**config.mk**
```make
export PLATFORM = sky130hd
export DESIGN_NAME = sync_fifo_param
export DESIGN_NICKNAME = d
export VERILOG_FILES = /design/src/rtl/fifo_pkg.sv /design/src/rtl/fifo_ram.sv /design/src/rtl/sync_fifo_param.sv
export SDC_FILE = /design/constraint.sdc
export NUM_CORES = 1
export LEC_CHECK = 0
export BUFFER_PORTS_ARGS = -buffer_cell sky130_fd_sc_hd__clkbuf_2
export CAP_MARGIN = 15
export CELL_PAD_IN_SITES_DETAIL_PLACEMENT = 0
export CELL_PAD_IN_SITES_GLOBAL_PLACEMENT = 1
export CORE_UTILIZATION = 46
export DETAILED_ROUTE_END_ITERATION = 6
export PLACE_DENSITY_LB_ADDON = 0.1
export SLEW_MARGIN = 20
export SYNTH_ARGS = -nofsm -noshare
export SYNTH_HDL_FRONTEND = slang
export SYNTH_SLANG_ARGS = --single-unit
```
**constraint.sdc**
```tcl
create_clock -name clk -period 4 [get_ports clk]
set_input_delay 0.4 -clock clk [delete_from_list [all_inputs] [get_ports clk]]
set_output_delay 0.4 -clock clk [all_outputs]
set_load 0.02 [all_outputs]
```
**src/rtl/fifo_pkg.sv**
```systemverilog
// Shared definitions for the parametrised synchronous FIFO: default sizes,
// count-width helper and the occupancy state encoding.
package fifo_pkg;

  localparam int DEF_WIDTH = 8;
  localparam int DEF_DEPTH = 16;

  // An occupancy counter must represent 0..depth inclusive.
  function automatic int cnt_w(input int depth);
    return $clog2(depth + 1);
  endfunction

  typedef enum logic [1:0] {
    FIFO_EMPTY   = 2'd0,
    FIFO_PARTIAL = 2'd1,
    FIFO_FULL    = 2'd2
  } fifo_state_e;

endpackage

```
**src/rtl/fifo_ram.sv**
```systemverilog
// Simple dual-port storage array: one write port, one registered read port.
// Only the read data register is reset; the array itself is not.
module fifo_ram
  import fifo_pkg::*;
#(
  parameter int WIDTH = DEF_WIDTH,
  parameter int DEPTH = DEF_DEPTH,
  parameter int AW    = (DEPTH > 1) ? $clog2(DEPTH) : 1
) (
  input  logic             clk,
  input  logic             rst,
  input  logic             we,
  input  logic [AW-1:0]    waddr,
  input  logic [WIDTH-1:0] wdata,
  input  logic             re,
  input  logic [AW-1:0]    raddr,
  output logic [WIDTH-1:0] rdata
);

  logic [WIDTH-1:0] mem [DEPTH];
  logic [WIDTH-1:0] rdata_q, rdata_d;

  // NOTE: the array has no reset so it maps onto RAM macros/LUT-RAM; stale
  // contents are never visible because the pointers gate every read.
  always_ff @(posedge clk) begin
    if (we) mem[waddr] <= wdata;
  end

  always_comb begin
    rdata_d = rdata_q;
    if (re) rdata_d = mem[raddr];
  end

  // NOTE: sequential state uses non-blocking assignments so every flop
  // samples pre-edge values regardless of process ordering.
  always_ff @(posedge clk) begin
    if (rst) rdata_q <= '0;
    else     rdata_q <= rdata_d;
  end

  assign rdata = rdata_q;

endmodule

```
**src/rtl/sync_fifo_param.sv**
```systemverilog
// Parametrised single-clock FIFO with occupancy count, threshold flags and
// read-valid strobe. Define FIFO_ERR_EN to enable sticky overflow/underflow flags.
module sync_fifo_param
  import fifo_pkg::*;
#(
  parameter int WIDTH     = DEF_WIDTH,
  parameter int DEPTH     = DEF_DEPTH,
  parameter int AF_THRESH = DEPTH - 2,
  parameter int AE_THRESH = 2,
  localparam int CW       = cnt_w(DEPTH),
  localparam int AW       = (DEPTH > 1) ? $clog2(DEPTH) : 1
) (
  input  logic             clk,
  input  logic             rst,
  input  logic             wr,
  input  logic [WIDTH-1:0] din,
  input  logic             rd,
  output logic [WIDTH-1:0] dout,
  output logic             rd_valid,
  output logic             full,
  output logic             empty,
  output logic             almost_full,
  output logic             almost_empty,
  output logic [CW-1:0]    count,
  output logic             overflow,
  output logic             underflow
);

  localparam logic [AW-1:0] PTR_LAST = AW'(DEPTH - 1);
  localparam logic [CW-1:0] CNT_FULL = CW'(DEPTH);
  localparam logic [CW-1:0] CNT_AF   = CW'(AF_THRESH);
  localparam logic [CW-1:0] CNT_AE   = CW'(AE_THRESH);

  logic [AW-1:0] wptr_q, wptr_d;
  logic [AW-1:0] rptr_q, rptr_d;
  logic [CW-1:0] count_q, count_d;
  logic          rd_valid_q, rd_valid_d;
  logic          wr_acc, rd_acc;

  assign full         = (count_q == CNT_FULL);
  assign empty        = (count_q == '0);
  assign almost_full  = (count_q >= CNT_AF);
  assign almost_empty = (count_q <= CNT_AE);

  // NOTE: every always_comb output gets a default first so no path leaves
  // it unassigned, which would infer a latch.
  always_comb begin
    wr_acc     = wr & ~full & ~rst;
    rd_acc     = rd & ~empty & ~rst;
    wptr_d     = wptr_q;
    rptr_d     = rptr_q;
    count_d    = count_q;
    rd_valid_d = rd_acc;

    // Explicit wrap compare keeps non-power-of-2 depths correct.
    if (wr_acc) wptr_d = (wptr_q == PTR_LAST) ? '0 : wptr_q + AW'(1);
    if (rd_acc) rptr_d = (rptr_q == PTR_LAST) ? '0 : rptr_q + AW'(1);

    if (wr_acc && !rd_acc)      count_d = count_q + CW'(1);
    else if (rd_acc && !wr_acc) count_d = count_q - CW'(1);
  end

  always_ff @(posedge clk) begin
    if (rst) begin
      wptr_q     <= '0;
      rptr_q     <= '0;
      count_q    <= '0;
      rd_valid_q <= 1'b0;
    end else begin
      wptr_q     <= wptr_d;
      rptr_q     <= rptr_d;
      count_q    <= count_d;
      rd_valid_q <= rd_valid_d;
    end
  end

  fifo_ram #(
    .WIDTH (WIDTH),
    .DEPTH (DEPTH),
    .AW    (AW)
  ) u_ram (
    .clk   (clk),
    .rst   (rst),
    .we    (wr_acc),
    .waddr (wptr_q),
    .wdata (din),
    .re    (rd_acc),
    .raddr (rptr_q),
    .rdata (dout)
  );

  assign rd_valid = rd_valid_q;
  assign count    = count_q;

`ifdef FIFO_ERR_EN
  logic overflow_q, overflow_d;
  logic underflow_q, underflow_d;

  always_comb begin
    overflow_d  = overflow_q  | (wr & full);
    underflow_d = underflow_q | (rd & empty);
  end

  always_ff @(posedge clk) begin
    if (rst) begin
      overflow_q  <= 1'b0;
      underflow_q <= 1'b0;
    end else begin
      overflow_q  <= overflow_d;
      underflow_q <= underflow_d;
    end
  end

  assign overflow  = overflow_q;
  assign underflow = underflow_q;
`else
  assign overflow  = 1'b0;
  assign underflow = 1'b0;
`endif

endmodule

```
==> flow_summary.yaml, run 1 <==
worst_setup_path:
  end_kind: "flip-flop"
  slowest_stage: "or4_1"
  regToRegSetupSlack_ns: 0.84
  crit_arrival_ns: 3.47
  crit_top_cell: "inv_1"
  critPathTopFamily: "simple AND/OR/NAND/NOR gates"
  slowest_delay_ns: 0.74
  worstSetupPathType: "reg2reg"
  worst_ep_required_time_ns: 4.31
  critPathMaxFanout: 8
  path_cells: "or4_1 -> o21ai_4 -> nor2_1 -> inv_1 -> ha_1 -> inv_1 -> fa_1 -> a21o_1 -> a21oi_1 -> mux2i_1 -> mux2_2"
  cp.buffers_inverters: 2
  start_kind: "flip-flop"
sta:
  hold_viol: 0
  setup-violations-final: 0
  fin_crit_ns: 3.16
  fmax_mhz: 317
  skew_ns: 0.00843
  max_slew_margin: 0.323
  worst-slew-pin-transition_ns: 1.01
  slew_violations: 0
  period_share: 0.789
  rsz0062_at_grt: "no"
  tns_ns: 0
finish:
  seq_area_um2: 4290
  multi_input_area_um2: 1630
  stdcell_count: 553
  post_route_cells_drive_above_1_share: 0.270
  area_growth_pct: 15.2
  num-nets-final: 391
  antenna_cells: 0
  fill_cells: 1041
logic_synthesis:
  synth-seq-area-share: 0.709
  ys.flop_type: "edfxtp_1"
  yosysTopAreaCell: "edfxtp_1"
  ys_types: 43
  synthArstFlopShare: 0
  synth_area_um2: 6040
  synth_edf_count: 128
  synth_top_cells_by_area: "edfxtp_1, mux4_2, dfxtp_1"
  syn_inst: 331
  yosysWarnings: 0
  synth.avg_cell_area_um2: 18.3
  synth_top_area_share: 0.636
  ys_ff_latch: 150
drt:
  via_per_inst: 5.54
  final_antenna_net_count: 0
  wirelength_um: 11800
  drtIter0Drc: 249
  vias: 3066
  wl_per_cell_um: 21.4
  drtPass1Iterations: 4
  route.detailed.drc: 0
global_route:
  grt_pass1_vias: 3105
  grt_start_max_net_pins: 37
  grt_pass1_wl_um: 18300
  grt_usage: 0.198
  overflow: 0
  antenna_found_initial: 0
die:
  start_util: 0.475
  die-area_um2: 13600
  pin_count: 32
  fp.dieW_um: 117
  chipHeight_um: 117
  fp-row-count: 41
  core_um2: 12700
placed_design:
  portBuffers: 29
  gp_congestion: 0.738
  hpwlAfterDp_um: 7380
  dp_cells: 522
clock_tree:
  clk_latency_ns: 0.43
  cts_hold_buffers: 0
  cts_resized: 0
  cts_buffer_depth: 2
  cts_setup_buffers: 0
  htree_num_levels: 4
  cts_tree: "yes"
  clkSlewWorstSetupHoldPaths_ns: 0.06
  cts_root_buf: "clkbuf_16"
  cts_sinks: 150
  cts_made_buffers: 17
power_and_ir_drop:
  leakage_nw: 2.30
  power_density_nw_per_um2: 639
  ir_drop_mv: 0.290
status:
  outcome: "finished clean"
flow_run:
  cap_viol_max_count: 0
hold_path:
  hp-class: "in2reg"
path summary, 6_finish.rpt:
| kind | endpoint | startpoint | depth (start not counted) |
|---|---|---|---|
| max reg2reg | count[4] | count[0] | 11 |
| max | count[4] | count[0] | 11 |
| min | rd_valid | rd | 3 |
| min reg2reg | u_ram.rdata[6] | u_ram.rdata[6] | 2 |
stage by stage:
step           power [W]  worst slack (ns)  utilization  hold slack [ns]  area (um2)
6_report         0.00445             0.845        0.547            0.268        6960
3_5_place_dp     0.00288             0.835        0.500            0.475        6370
2_1_floorplan    0.00261             0.826            -            0.484        6040
3_3_place_gp     0.00287             0.918        0.500            0.479        6370
5_1_grt          0.00465             0.600        0.547            0.281        6960
4_1_cts          0.00450             0.818        0.547            0.259        6960
registers in the layout, summed over array words and instances (netlist names):
name and count:
u_ram.mem 128, wptr_q 4, u_ram.rdata 8, rd_valid 1
count 5, rptr_q 4
cells in the mapped netlist (all sizes together), types with 2 or more instances:
cell type and instances:
o221ai 8, ha 9, nand2b 2, a21o 2
xor2 4, nor2 28, nand2 7, buf 12
o2111ai 2, nand3 11, inv 6, dfxtp 22
a21oi 6, mux4 32, edfxtp 128, clkbuf 8
mux2i 21, nor3 5
cells in the final DEF, fill, tap and decap left out, types with 2 or more instances in the layout:
master,n
edfxtp_1,128
clkbuf_16,17
mux2i_1,21
clkinvlp_4,2
nor3_1,4
nand2b_1,2
clkinv_2,2
clkbuf_2,29
a21o_1,2
mux4_2,32
nor2_1,28
o221ai_1,8
clkinv_1,4
nand3_1,11
inv_1,6
bufinv_16,4
dfxtp_1,21
buf_4,9
clkbuf_1,2
xor2_1,4
ha_1,9
o2111ai_2,2
a21oi_1,5
conb_1,2
nand2_1,6
tightest hold or removal path: stages:
cell,delay (ns)
clkbuf_2,0.13
o21ai_4,0.07
nor2_1,0.05
area by class of cell:
cell class | instances | area share
Multi-Input combinational cell | 156 | 0.234
Clock buffer | 19 | 0.0622
Tap cell | 172 | 0.0309
Inverter | 6 | 0.00324
Sequential cell | 150 | 0.616
Clock inverter | 12 | 0.0230
Timing Repair Buffer | 38 | 0.0306
power breakdown:
part / leakage (nW) / internal (W) / switching (W)
Combinational: 0.688 / 0.000395 / 0.000507
Sequential: 1.33 / 0.00179 / 0.000142
Clock: 0.283 / 0.00103 / 0.000591
Total: 2.30 / 0.00321 / 0.00124
kinds of logic (layout without fill, tap and decap cells):
| kind of cell | count (synthesis) | after routing | synth area share |
|---|---|---|---|
| xor+xnor | 5 | 5 | 0.00725 |
| flops | 150 | 150 | 0.709 |
| buf+inv | 26 | 75 | 0.0215 |
| other cells | 1 | 2 | 0.000621 |
| mux | 54 | 54 | 0.156 |
| fa+ha+maj | 10 | 10 | 0.0220 |
| compound gates | 29 | 29 | 0.0412 |
| simple gates | 56 | 56 | 0.0423 |
metal layers:
metal | wire length, um | global-route usage
met1 | 5310 | 0.259
met2 | 5880 | 0.316
met3 | 402 | 0.0483
met4 | 231 | 0.0852
met5 | 0 | 0
(Power assumes the default switching activity.)
==> run 2, diff against run 1 <==
==> constraint.sdc (replaced) <==
create_clock -name clk -period 3 [get_ports clk]
set_input_delay 0.3 -clock clk [delete_from_list [all_inputs] [get_ports clk]]
set_output_delay 0.3 -clock clk [all_outputs]
set_load 0.02 [all_outputs]
==> run 2 against run 1 <==
  * Worst setup slack got worse by 0.65 ns
  * Flip-flop and latch count unchanged
  * First-iteration DRC count decreased by 12%
  * Critical path type unchanged
  * Largest power group unchanged
==> flow_summary.yaml, run 2 (same netlist as run 1, synthesis figures left out) <==
sta:
  fmax_mhz: 356
  hold_viol: 0
  slew_violations: 0
  period_share: 0.935
  fin_crit_ns: 2.81
  skew_ns: 0.00660
  worst-slew-pin-transition_ns: 1.01
  setup_ws_ns: 0.194
  max_slew_margin: 0.323
  hold-worst-slack_ns: 0.175
  rsz0062_at_grt: "no"
  setup-violations-final: 0
global_route:
  grt_start_max_net_pins: 37
  antenna_found_initial: 0
  grt_usage: 0.198
  grt_pass1_vias: 3083
  overflow: 0
  grt_pass1_wl_um: 18200
hold_path:
  holdPathEnd: "rd_valid"
  min_from: "rd"
  hp-class: "in2reg"
  worstHoldPathCells: 3
drt:
  final_antenna_net_count: 0
  route.detailed.drc: 0
  via_per_inst: 5.49
  drtIter0Drc: 219
  vias: 3076
  wirelength_um: 11900
  wl_per_cell_um: 21.3
  drtPass1Iterations: 4
status:
  outcome: "finished clean"
finish:
  final_util: 0.549
  mostFrequentLayoutCell: "edfxtp_1"
  mostFrequentLayoutCells: "edfxtp_1, mux4_2, clkbuf_2"
  largest_register_ff_count: 128
  antenna_cells: 0
  num-nets-final: 397
  post_route_cells_drive_above_1_share: 0.299
  area_growth_pct: 15.7
  regMostFlops: "u_ram.mem"
die:
  chipHeight_um: 117
  pin_count: 32
  core_um2: 12700
  fp-row-count: 41
  start_util: 0.475
  fp.dieW_um: 117
  die-area_um2: 13600
placed_design:
  hpwlAfterDp_um: 7240
  portBuffers: 29
  gp_congestion: 0.738
  pre_cts_slack_ns: 0.201
clock_tree:
  htree_num_levels: 4
  cts_buffer_depth: 2
  cts_made_buffers: 17
  clk_latency_ns: 0.42
  cts_tree: "yes"
  cts_resized: 0
  cts_hold_buffers: 0
  cts_sinks: 150
  cts_setup_buffers: 0
  cts_root_buf: "clkbuf_16"
  clkSlewWorstSetupHoldPaths_ns: 0.06
worst_setup_path:
  regToRegSetupSlack_ns: 0.19
  crit_arrival_ns: 3.11
  worstSetupPathType: "reg2reg"
  end_kind: "flip-flop"
  rr_startpoint: "count[0]"
  worst_ep_required_time_ns: 3.31
  worstRegToRegCells: 11
  r2r-end: "count[4]"
  critPathMaxFanout: 5
  start_kind: "flip-flop"
power_and_ir_drop:
  leakage_nw: 2.32
  ir_drop_mv: 0.427
  power_density_nw_per_um2: 835
  total_power_w: 0.00583
flow_run:
  cap_viol_max_count: 0
[run 2: changes by cell type in the layout (fill, tap and decap cells not counted), sizes merged]
cell	delta
buf	+6
clkinvlp	-1
clkinv	-4
bufinv	-4
clkbuf	+10
[run 2: cell type report]
cell class              instances  area (um2)
clock buffers                  29         531
clock inverters                 3        17.5
fillers                      1050        5740
inverters                       6        22.5
multi-input cells             156        1640
flip-flops and latches        150        4290
well taps                     172         215
repair buffers                 44         270
[run 2: stage by stage]
step / setup TNS [ns] / cell area, um2 / std cells
after floorplan: -0.00813 / 6070 / 332
after global placement: 0 / 6440 / 528
after detailed placement: 0 / 6440 / 528
after CTS: 0 / 6990 / 560
after global routing: 0 / 6990 / 560
final: 0 / 6990 / 560
[run 2: worst max-delay path, stage by stage (launching register included)]
cell	delay [ns]
dfxtp_4	0.34
or4_4	0.56
o21ai_4	0.17
nor2_1	0.06
inv_1	0.06
ha_1	0.19
inv_2	0.08
fa_2	0.35
a21o_1	0.18
a21oi_2	0.15
mux2i_1	0.21
mux2_2	0.34
[run 2: worst max-delay path by stage]
stage / cells past startpoint / to / slack (ns) / start
6_report: 11 / count[4] / 0.19 / count[0]
5_1_grt: 11 / count[4] / 0.07 / count[0]
4_1_cts: 11 / count[4] / 0.19 / count[0]
3_5_place_dp: 11 / count[4] / 0.20 / count[0]
3_3_place_gp: 11 / count[4] / 0.24 / count[0]
2_1_floorplan: 13 / count[4] / -0.008 / count[0]
[run 2: power breakdown]
part	leakage (nW)	internal [W]	switching, W	total (W)
Combinational	0.721	0.000605	0.000817	0.00142
Clock	0.268	0.00119	0.000766	0.00195
Sequential	1.33	0.00239	0.0000676	0.00246
Total	2.32	0.00418	0.00165	0.00583
[run 2: per-layer routing]
metal  vias up  routed length, um  track usage
met1      1589               5250        0.252
met2        69               6070        0.328
li1       1409                  -            -
met3         9                446       0.0441
met5         -                  0            0
met4         0                137       0.0835
==> run 3, diff against run 2 <==
--- a/config.mk
+++ b/config.mk
@@ -11,6 +11,7 @@
 export CELL_PAD_IN_SITES_GLOBAL_PLACEMENT = 1
 export CORE_UTILIZATION = 46
 export DETAILED_ROUTE_END_ITERATION = 6
+export GPL_TIMING_DRIVEN = 0
 export PLACE_DENSITY_LB_ADDON = 0.1
 export SLEW_MARGIN = 20
 export SYNTH_ARGS = -nofsm -noshare
==> run 3 against run 2 <==
  * Register-to-register slack got worse by 0.11 ns
  * Critical path depth unchanged
  * Fmax is 3.8% lower
  * Clock power increased by 4%
  * Cell count increased by 3.0%
  * Sequential share of layout area is 1.1 points lower
  * Clock skew up 0.0058 ns
  * Clock-buffer cell count down 2
  * Non-clock buffer count grew 17
  * Global-route usage grew 0.37 points
  * Flip-flop and latch count stayed put
  * Critical endpoint unchanged
  * Largest cell class unchanged
  * Highest routed layer unchanged
==> flow_summary.yaml, run 3 (same netlist as run 1, synthesis figures left out) <==
sta:
  hold_viol: 0
  fin_crit_ns: 2.92
  setup_ws_ns: 0.0837
  skew_ns: 0.0124
  setup-violations-final: 0
  fmax_mhz: 343
  slew_violations: 0
  period_share: 0.972
  rsz0062_at_grt: "yes"
  max_slew_margin: 0.341
  worst-slew-pin-transition_ns: 0.984
die:
  die-area_um2: 13600
  chipHeight_um: 117
  start_util: 0.475
  fp-row-count: 41
  core_um2: 12700
  fp.dieW_um: 117
  pin_count: 32
clock_tree:
  htree_num_levels: 4
  cts_buffer_depth: 2
  clk_latency_ns: 0.42
  cts_hold_buffers: 0
  cts_root_buf: "clkbuf_16"
  cts_tree: "yes"
  clkSlewWorstSetupHoldPaths_ns: 0.06
  cts_sinks: 150
  cts_made_buffers: 17
placed_design:
  gp_congestion: 0.712
  postPlaceCellArea_um2: 6480
  hpwlAfterDp_um: 7850
  portBuffers: 29
  pre_cts_slack_ns: -0.235
finish:
  num-nets-final: 414
  largest_register_ff_count: 128
  antenna_cells: 0
  final_util: 0.560
  mostFrequentLayoutCell: "edfxtp_1"
  mostFrequentLayoutCells: "edfxtp_1, mux4_2, clkbuf_2"
  post_route_cells_drive_above_1_share: 0.321
  final_cell_area_um2: 7120
  area_growth_pct: 17.9
  regMostFlops: "u_ram.mem"
  fill_cells: 1042
power_and_ir_drop:
  ir_drop_mv: 0.378
  leakage_nw: 2.40
  power_density_nw_per_um2: 845
global_route:
  grt_pass1_vias: 3168
  overflow: 0
  grt_start_max_net_pins: 17
  grt_usage: 0.201
  grt_pass1_wl_um: 18300
  antenna_found_initial: 0
worst_setup_path:
  critPathTopFamily: "simple AND/OR/NAND/NOR gates"
  cp.buffers_inverters: 2
  cp.depth: 11
  slowest_delay_ns: 0.57
  path_cells: "or4_4 -> o21ai_4 -> nor2_2 -> inv_1 -> ha_2 -> inv_4 -> fa_2 -> a21o_1 -> a21oi_2 -> mux2i_1 -> mux2_2"
  crit_arrival_ns: 3.21
  worstRegToRegCells: 11
  slowest_stage: "or4_4"
  worstSetupPathType: "reg2reg"
  end_kind: "flip-flop"
  start_kind: "flip-flop"
  critPathMaxFanout: 5
  worst_ep_required_time_ns: 3.30
drt:
  final_antenna_net_count: 0
  drtPass1Iterations: 4
  top_layer: "met4"
  drtIter0Drc: 211
  via_per_inst: 5.51
  vias: 3177
  wl_per_cell_um: 21.4
  wirelength_um: 12400
  route.detailed.drc: 0
  route.met3.wl_um: 375
  drt-met1-wl_um: 5460
  wl_met2_um: 6190
status:
  outcome: "finished clean"
flow_run:
  cap_viol_max_count: 0
hold_path:
  worstHoldPathCells: 2
  hp-class: "in2reg"
-- run 3: area by class of cell --
cell class,count,area [um2],area share
multi-input combinational,156,1680,0.236
sequential,150,4290,0.603
inverter,6,25.0,0.00351
clock buffer,27,493,0.0692
tap,172,215,0.0302
clock inverter,5,75.1,0.0105
timing repair buffer,43,250,0.0351
buffer,18,92.6,0.0130
-- run 3: path summary, 6_finish.rpt --
path | start | end | slack, ns
max | count[0] | count[4] | 0.08
min | rst | rd_valid | 0.17
max reg2reg | count[0] | count[4] | 0.08
min reg2reg | u_ram.rdata[1] | u_ram.rdata[1] | 0.49
-- run 3: per-layer routing --
layer | vias up | track usage
li1 | 1447 | -
met1 | 1638 | 0.250
met2 | 70 | 0.335
met3 | 22 | 0.0379
met4 | 0 | 0.110
met5 | - | 0
-- run 3: per-stage QoR --
stage | hold slack [ns] | cells | TNS (ns) | power (W)
final | 0.173 | 577 | 0 | 0.00602
after global routing | 0.180 | 577 | -0.106 | 0.00628
after CTS | 0.168 | 572 | 0 | 0.00604
after detailed placement | 0.486 | 537 | -0.235 | 0.00394
after global placement | 0.480 | 533 | -0.252 | 0.00391
after floorplan | 0.384 | 332 | -0.00813 | 0.00354
-- run 3: power breakdown --
part / total (W) / switching [W] / internal, W
combinational: 0.00148 / 0.000814 / 0.000663
clock: 0.00203 / 0.000747 / 0.00129
sequential: 0.00251 / 0.000115 / 0.00239
-- run 3: what timing repair did --
action | 4_1_cts | 5_1_grt
endpoints found under the setup margin | 1 | 1
setup buffers | 4 | 6
pin swaps | 2 | 4
endpoints found under the hold margin | 0 | 0
resized for setup | 4 | 3
